`src/rtl/routing_target_table.sv`:
```
// Programmable source-ID to source-route lookup table with a registered result stage.
// Optional hit/miss counters are enabled by defining ROUTE_TABLE_STATS_EN.
module routing_target_table #(
    parameter int          SRC_WD       = 4,
    parameter int          PATH_WD      = 7,
    parameter int          NUM_ENTRIES  = 8,
    parameter int          IDX_WD       = (NUM_ENTRIES > 1) ? $clog2(NUM_ENTRIES) : 1,
    parameter int unsigned DEFAULT_PATH = 0
) (
    input  logic               clk,
    input  logic               rst,
    input  logic               lk_valid,
    output logic               lk_ready,
    input  logic [SRC_WD-1:0]  lk_addr,
    output logic               rs_valid,
    input  logic               rs_ready,
    output logic [PATH_WD-1:0] rs_path,
    output logic               rs_hit,
`ifdef ROUTE_TABLE_STATS_EN
    input  logic               stats_clr,
    output logic [15:0]        hit_cnt,
    output logic [15:0]        miss_cnt,
`endif
    input  logic               cfg_we,
    input  logic [IDX_WD-1:0]  cfg_idx,
    input  logic [SRC_WD-1:0]  cfg_key,
    input  logic [PATH_WD-1:0] cfg_path,
    input  logic               cfg_en
);

    localparam logic [IDX_WD:0]    DEPTH    = (IDX_WD + 1)'(NUM_ENTRIES);
    localparam logic [PATH_WD-1:0] DEF_PATH = PATH_WD'(DEFAULT_PATH);

    logic [NUM_ENTRIES-1:0] ent_vld;
    logic [SRC_WD-1:0]      ent_key  [NUM_ENTRIES];
    logic [PATH_WD-1:0]     ent_path [NUM_ENTRIES];

    logic               cfg_ok;
    logic               lk_xfer;
    logic               mt_hit;
    logic [PATH_WD-1:0] mt_path;

    // Depth may be a non-power-of-two, so out-of-range indices are dropped.
    assign cfg_ok   = cfg_we && !rst && ({1'b0, cfg_idx} < DEPTH);
    assign lk_ready = !rst && (!rs_valid || rs_ready);
    assign lk_xfer  = lk_valid && lk_ready;

    // Scan from the top so the lowest matching index is the last to win.
    always_comb begin
        mt_hit  = 1'b0;
        mt_path = DEF_PATH;
        for (int i = NUM_ENTRIES - 1; i >= 0; i--) begin
            if (ent_vld[i] && (ent_key[i] == lk_addr)) begin
                mt_hit  = 1'b1;
                mt_path = ent_path[i];
            end
        end
    end

    always_ff @(posedge clk) begin
        if (rst) begin
            ent_vld <= '0;
        end else if (cfg_ok) begin
            ent_vld[cfg_idx] <= cfg_en;
        end
    end

    always_ff @(posedge clk) begin
        if (cfg_ok) begin
            ent_key[cfg_idx]  <= cfg_key;
            ent_path[cfg_idx] <= cfg_path;
        end
    end

    always_ff @(posedge clk) begin
        if (rst) begin
            rs_valid <= 1'b0;
            rs_path  <= '0;
            rs_hit   <= 1'b0;
        end else if (lk_xfer) begin
            rs_valid <= 1'b1;
            rs_path  <= mt_path;
            rs_hit   <= mt_hit;
        end else if (rs_ready) begin
            rs_valid <= 1'b0;
        end
    end

`ifdef ROUTE_TABLE_STATS_EN
    always_ff @(posedge clk) begin
        if (rst || stats_clr) begin
            hit_cnt  <= '0;
            miss_cnt <= '0;
        end else if (lk_xfer) begin
            if (mt_hit) begin
                if (hit_cnt != 16'hFFFF) hit_cnt <= hit_cnt + 16'd1;
            end else begin
                if (miss_cnt != 16'hFFFF) miss_cnt <= miss_cnt + 16'd1;
            end
        end
    end
`endif

endmodule

```
`config.mk`:
```
export PLATFORM = sky130hd
export DESIGN_NAME = routing_target_table
export DESIGN_NICKNAME = d
export VERILOG_FILES = /design/src/rtl/routing_target_table.sv
export SDC_FILE = /design/constraint.sdc
export NUM_CORES = 1
export LEC_CHECK = 0
export CORE_MARGIN = 5
export CORE_UTILIZATION = 48
export CTS_BUF_LIST = sky130_fd_sc_hd__clkbuf_4 sky130_fd_sc_hd__clkbuf_8
export CTS_CLUSTER_DIAMETER = 50
export DETAILED_ROUTE_END_ITERATION = 8
export PLACE_DENSITY = 0.79
export RECOVER_POWER = 50
export SLEW_MARGIN = 10
export SYNTH_ARGS = -nofsm -noshare
export SYNTH_HDL_FRONTEND = slang
export SYNTH_SLANG_ARGS = --single-unit
export TNS_END_PERCENT = 5
```
`constraint.sdc`:
```
create_clock -name clk -period 3.6 [get_ports clk]
set_input_delay 0.72 -clock clk [delete_from_list [all_inputs] [get_ports clk]]
set_output_delay 0.72 -clock clk [all_outputs]
set_load 0.05 [all_outputs]
```
==> metrics.txt <==
initial antenna violation count 0; Final ANT Viol Nets 0; combinational share of power 0.065; number of H-tree levels 3; Fin Clk Skew 16.5 ps; Post-synth ARST share 0; ant diodes 0; Clock transition at path regs 110 ps; YS warnings 0; Critical Path AT 3240 ps; Slew headroom 0.439; fin util 0.574; largest net degree at the start of global routing 19; Hold Path Class flip-flop to flip-flop; final wirelength 9230 um; CTS root buf clkbuf_8; share of cells above drive strength 1 0.118; Area Growth Syn to Fin 16.7%; DRC viols 0; Core ar. 8720 sq um; PwrDens 446 nW/um^2; Max clock buf depth 2; post-route setup TNS 0 ps; Vias 2,715; grt ovf 0; register area share after synthesis 0.695; hpwl dp 6230 um; Final Cycle Share 0.825; input/output buffers 33; CP Class input pin to flip-flop; total iterations of the first detailed-routing run 5; vias in the first global route 2,658; Vias per Instance 5.85; Final GP Congestion 0.872; Top Ports 34; final setup fails 0; Post-Syn Area 4290 sq um; final worst slack 628 ps; sw frac 0.228; First DRT Iteration DRCs 288; gr usage total 0.173; hold buffer count at cts 0; post-CTS setup repair buffer count 0; final instance area 5000 sq um; chip width 105 um; P_sw 0.000508 W; placed inst area 4810 sq um; Slowest-stage cell, CP clkdlybuf4s50_1; Worst VDD drop 0.000176 V; first-pass GRT wire length 14,700 um; Nets 375; cts repair resizes 0; Post-Syn Instances 306; f_max 337 MHz; fin crit period 2970 ps; Cell variety after synth 44; status complete, no violations; Top FF cell, synth edfxtp_1; CP Cell Sequence clkdlybuf4s50_1 -> xnor2_1 -> nand2_1 -> nor2_1 -> nand3b_1 -> o311ai_2 -> a221o_1; Crit. End Element flip-flop; syn_nets 330; floorplan row count 34; Reg power frac 0.605; final hold violation count 0; crit-path max FO 11; Post-synth EDFFs 88; die footprint 10,900 sq um; effective utilization at floorplan 0.492; worst-margin pin slew 842 ps; #FFs+latches synth 105; CTS tree built; Max-Cap Viols 0; family with the most delay on the worst path simple AND/OR/NAND/NOR gates; startpoint type of the worst setup path input pin; wire per inst 19.9 um; Worst-Skew Late Latency 370 ps; die height 105 um; Max stage delay on crit path 770 ps; CTS Buf Count 9; fill cell total of the finished layout 666; P_leak 1.66 nW; mean post-synth cell area 14.0 sq um; Clk pwr share 0.330; Pint 0.00172 W; Final Slew Violations 0; RSZ-0062 raised after global routing no; Setup WS pre-CTS 270 ps; clk sinks 105; Critical Path RT 3870 ps; Crit path buffers/inverters 1
-- path summary, 6_finish.rpt --
path	from	endpoint	slack (ps)	cells past startpoint
setup / recovery	lk_addr[0]	rs_path[4]$_SDFFE_PP0P_	630	7
hold / removal	rs_hit$_SDFFE_PP0P_	rs_hit$_SDFFE_PP0P_	490	2
setup reg to reg	ent_key[6][2]$_DFFE_PP_	rs_path[0]$_SDFFE_PP0P_	1360	7
hold reg to reg	rs_hit$_SDFFE_PP0P_	rs_hit$_SDFFE_PP0P_	490	2
-- kinds of logic after synthesis --
family | Yosys count | synth area share
simple gates | 80 | 0.108
compound gates | 60 | 0.102
buf+inv | 30 | 0.0309
mux | 2 | 0.00467
flops | 105 | 0.695
xor+xnor | 29 | 0.0592
-- layout by cell type, fill, tap and decap left out, types with 3 or more instances in the layout --
cell,n
a211o_1,5
a211oi_1,7
a21oi_1,14
a221oi_1,7
a311oi_1,5
and3_1,3
buf_4,16
clkbuf_8,9
clkdlybuf4s50_1,20
dfxtp_1,17
dlygate4sd3_1,12
edfxtp_1,88
inv_1,13
nand2_1,14
nand2b_1,3
nand3_1,4
nand3b_1,4
nor2_1,13
nor2b_1,3
nor3_1,17
nor3b_1,5
o21ai_0,8
o221ai_1,7
xnor2_1,13
xor2_1,16
-- metrics by stage --
stage | total power, W | std cells | hold slack (ps)
finish | 0.00223 | 464 | 485
global route | 0.00231 | 464 | 510
CTS | 0.00224 | 464 | 491
detailed placement | 0.00152 | 448 | 477
global placement | 0.00152 | 448 | 469
floorplan | 0.00146 | 306 | 450
-- flip-flops by register name, summed over array words and instances, names as in the netlist --
| name | count |
|---|---|
| ent_path | 56 |
| ent_key | 32 |
| ent_vld | 8 |
| rs_path | 7 |
| rs_hit | 1 |
| rs_valid | 1 |
-- power by group through the flow --
stage               Combinational, W  Clock (W)  Sequential, W
floorplan                  0.0000670          0        0.00139
global placement            0.000145          0        0.00138
detailed placement          0.000148          0        0.00138
CTS                         0.000149   0.000740        0.00135
global route                0.000157   0.000798        0.00135
finish                      0.000146   0.000736        0.00135
-- worst register-to-register path, stage by stage, from the launching register on --
cell,delay [ps]
edfxtp_1,420
xor2_1,160
nor3_1,460
and3_1,320
buf_4,210
a211o_1,190
o221ai_1,180
a211oi_1,240
-- cells in the mapped netlist, types with 2 or more instances --
cell type / instances / area share
a211o_1: 5 / 0.010
a211oi_1: 7 / 0.012
nand3b_1: 4 / 0.0070
nor3_1: 19 / 0.022
clkbuf_1: 9 / 0.0079
mux2i_1: 2 / 0.0047
o21ai_0: 8 / 0.0093
a21oi_1: 14 / 0.016
nand4_1: 2 / 0.0029
nand2b_1: 3 / 0.0044
dfxtp_1: 17 / 0.079
a311oi_1: 5 / 0.010
xnor2_1: 13 / 0.027
a221oi_1: 7 / 0.014
nand3_1: 4 / 0.0047
nor2b_1: 3 / 0.0044
edfxtp_1: 88 / 0.62
o221ai_1: 7 / 0.014
and3_1: 3 / 0.0044
buf_4: 3 / 0.0053
xor2_1: 16 / 0.033
or2_2: 2 / 0.0029
buf_1: 2 / 0.0018
nor3b_1: 5 / 0.0088
nand2_1: 14 / 0.012
nor2_1: 13 / 0.011
inv_1: 13 / 0.011
nor4_4: 2 / 0.0099
-- routing by layer --
metal  routed length, um  GRT usage  vias to the layer above
met3                 552     0.0358                       16
met5                   0          0                        -
li1                    -          -                     1253
met2                4500      0.272                      101
met4                 174     0.0712                        0
met1                4000      0.235                     1345
-- layout make-up --
class | count | area, sq um | area share
inverters | 14 | 52.6 | 0.0105
clock buffers | 9 | 124 | 0.0248
clock inverters | 7 | 77.6 | 0.0155
multi-input cells | 171 | 1180 | 0.237
well taps | 108 | 135 | 0.0270
flip-flops and latches | 105 | 2980 | 0.596
repair buffers | 50 | 448 | 0.0895
(Power assumes the default switching activity.)
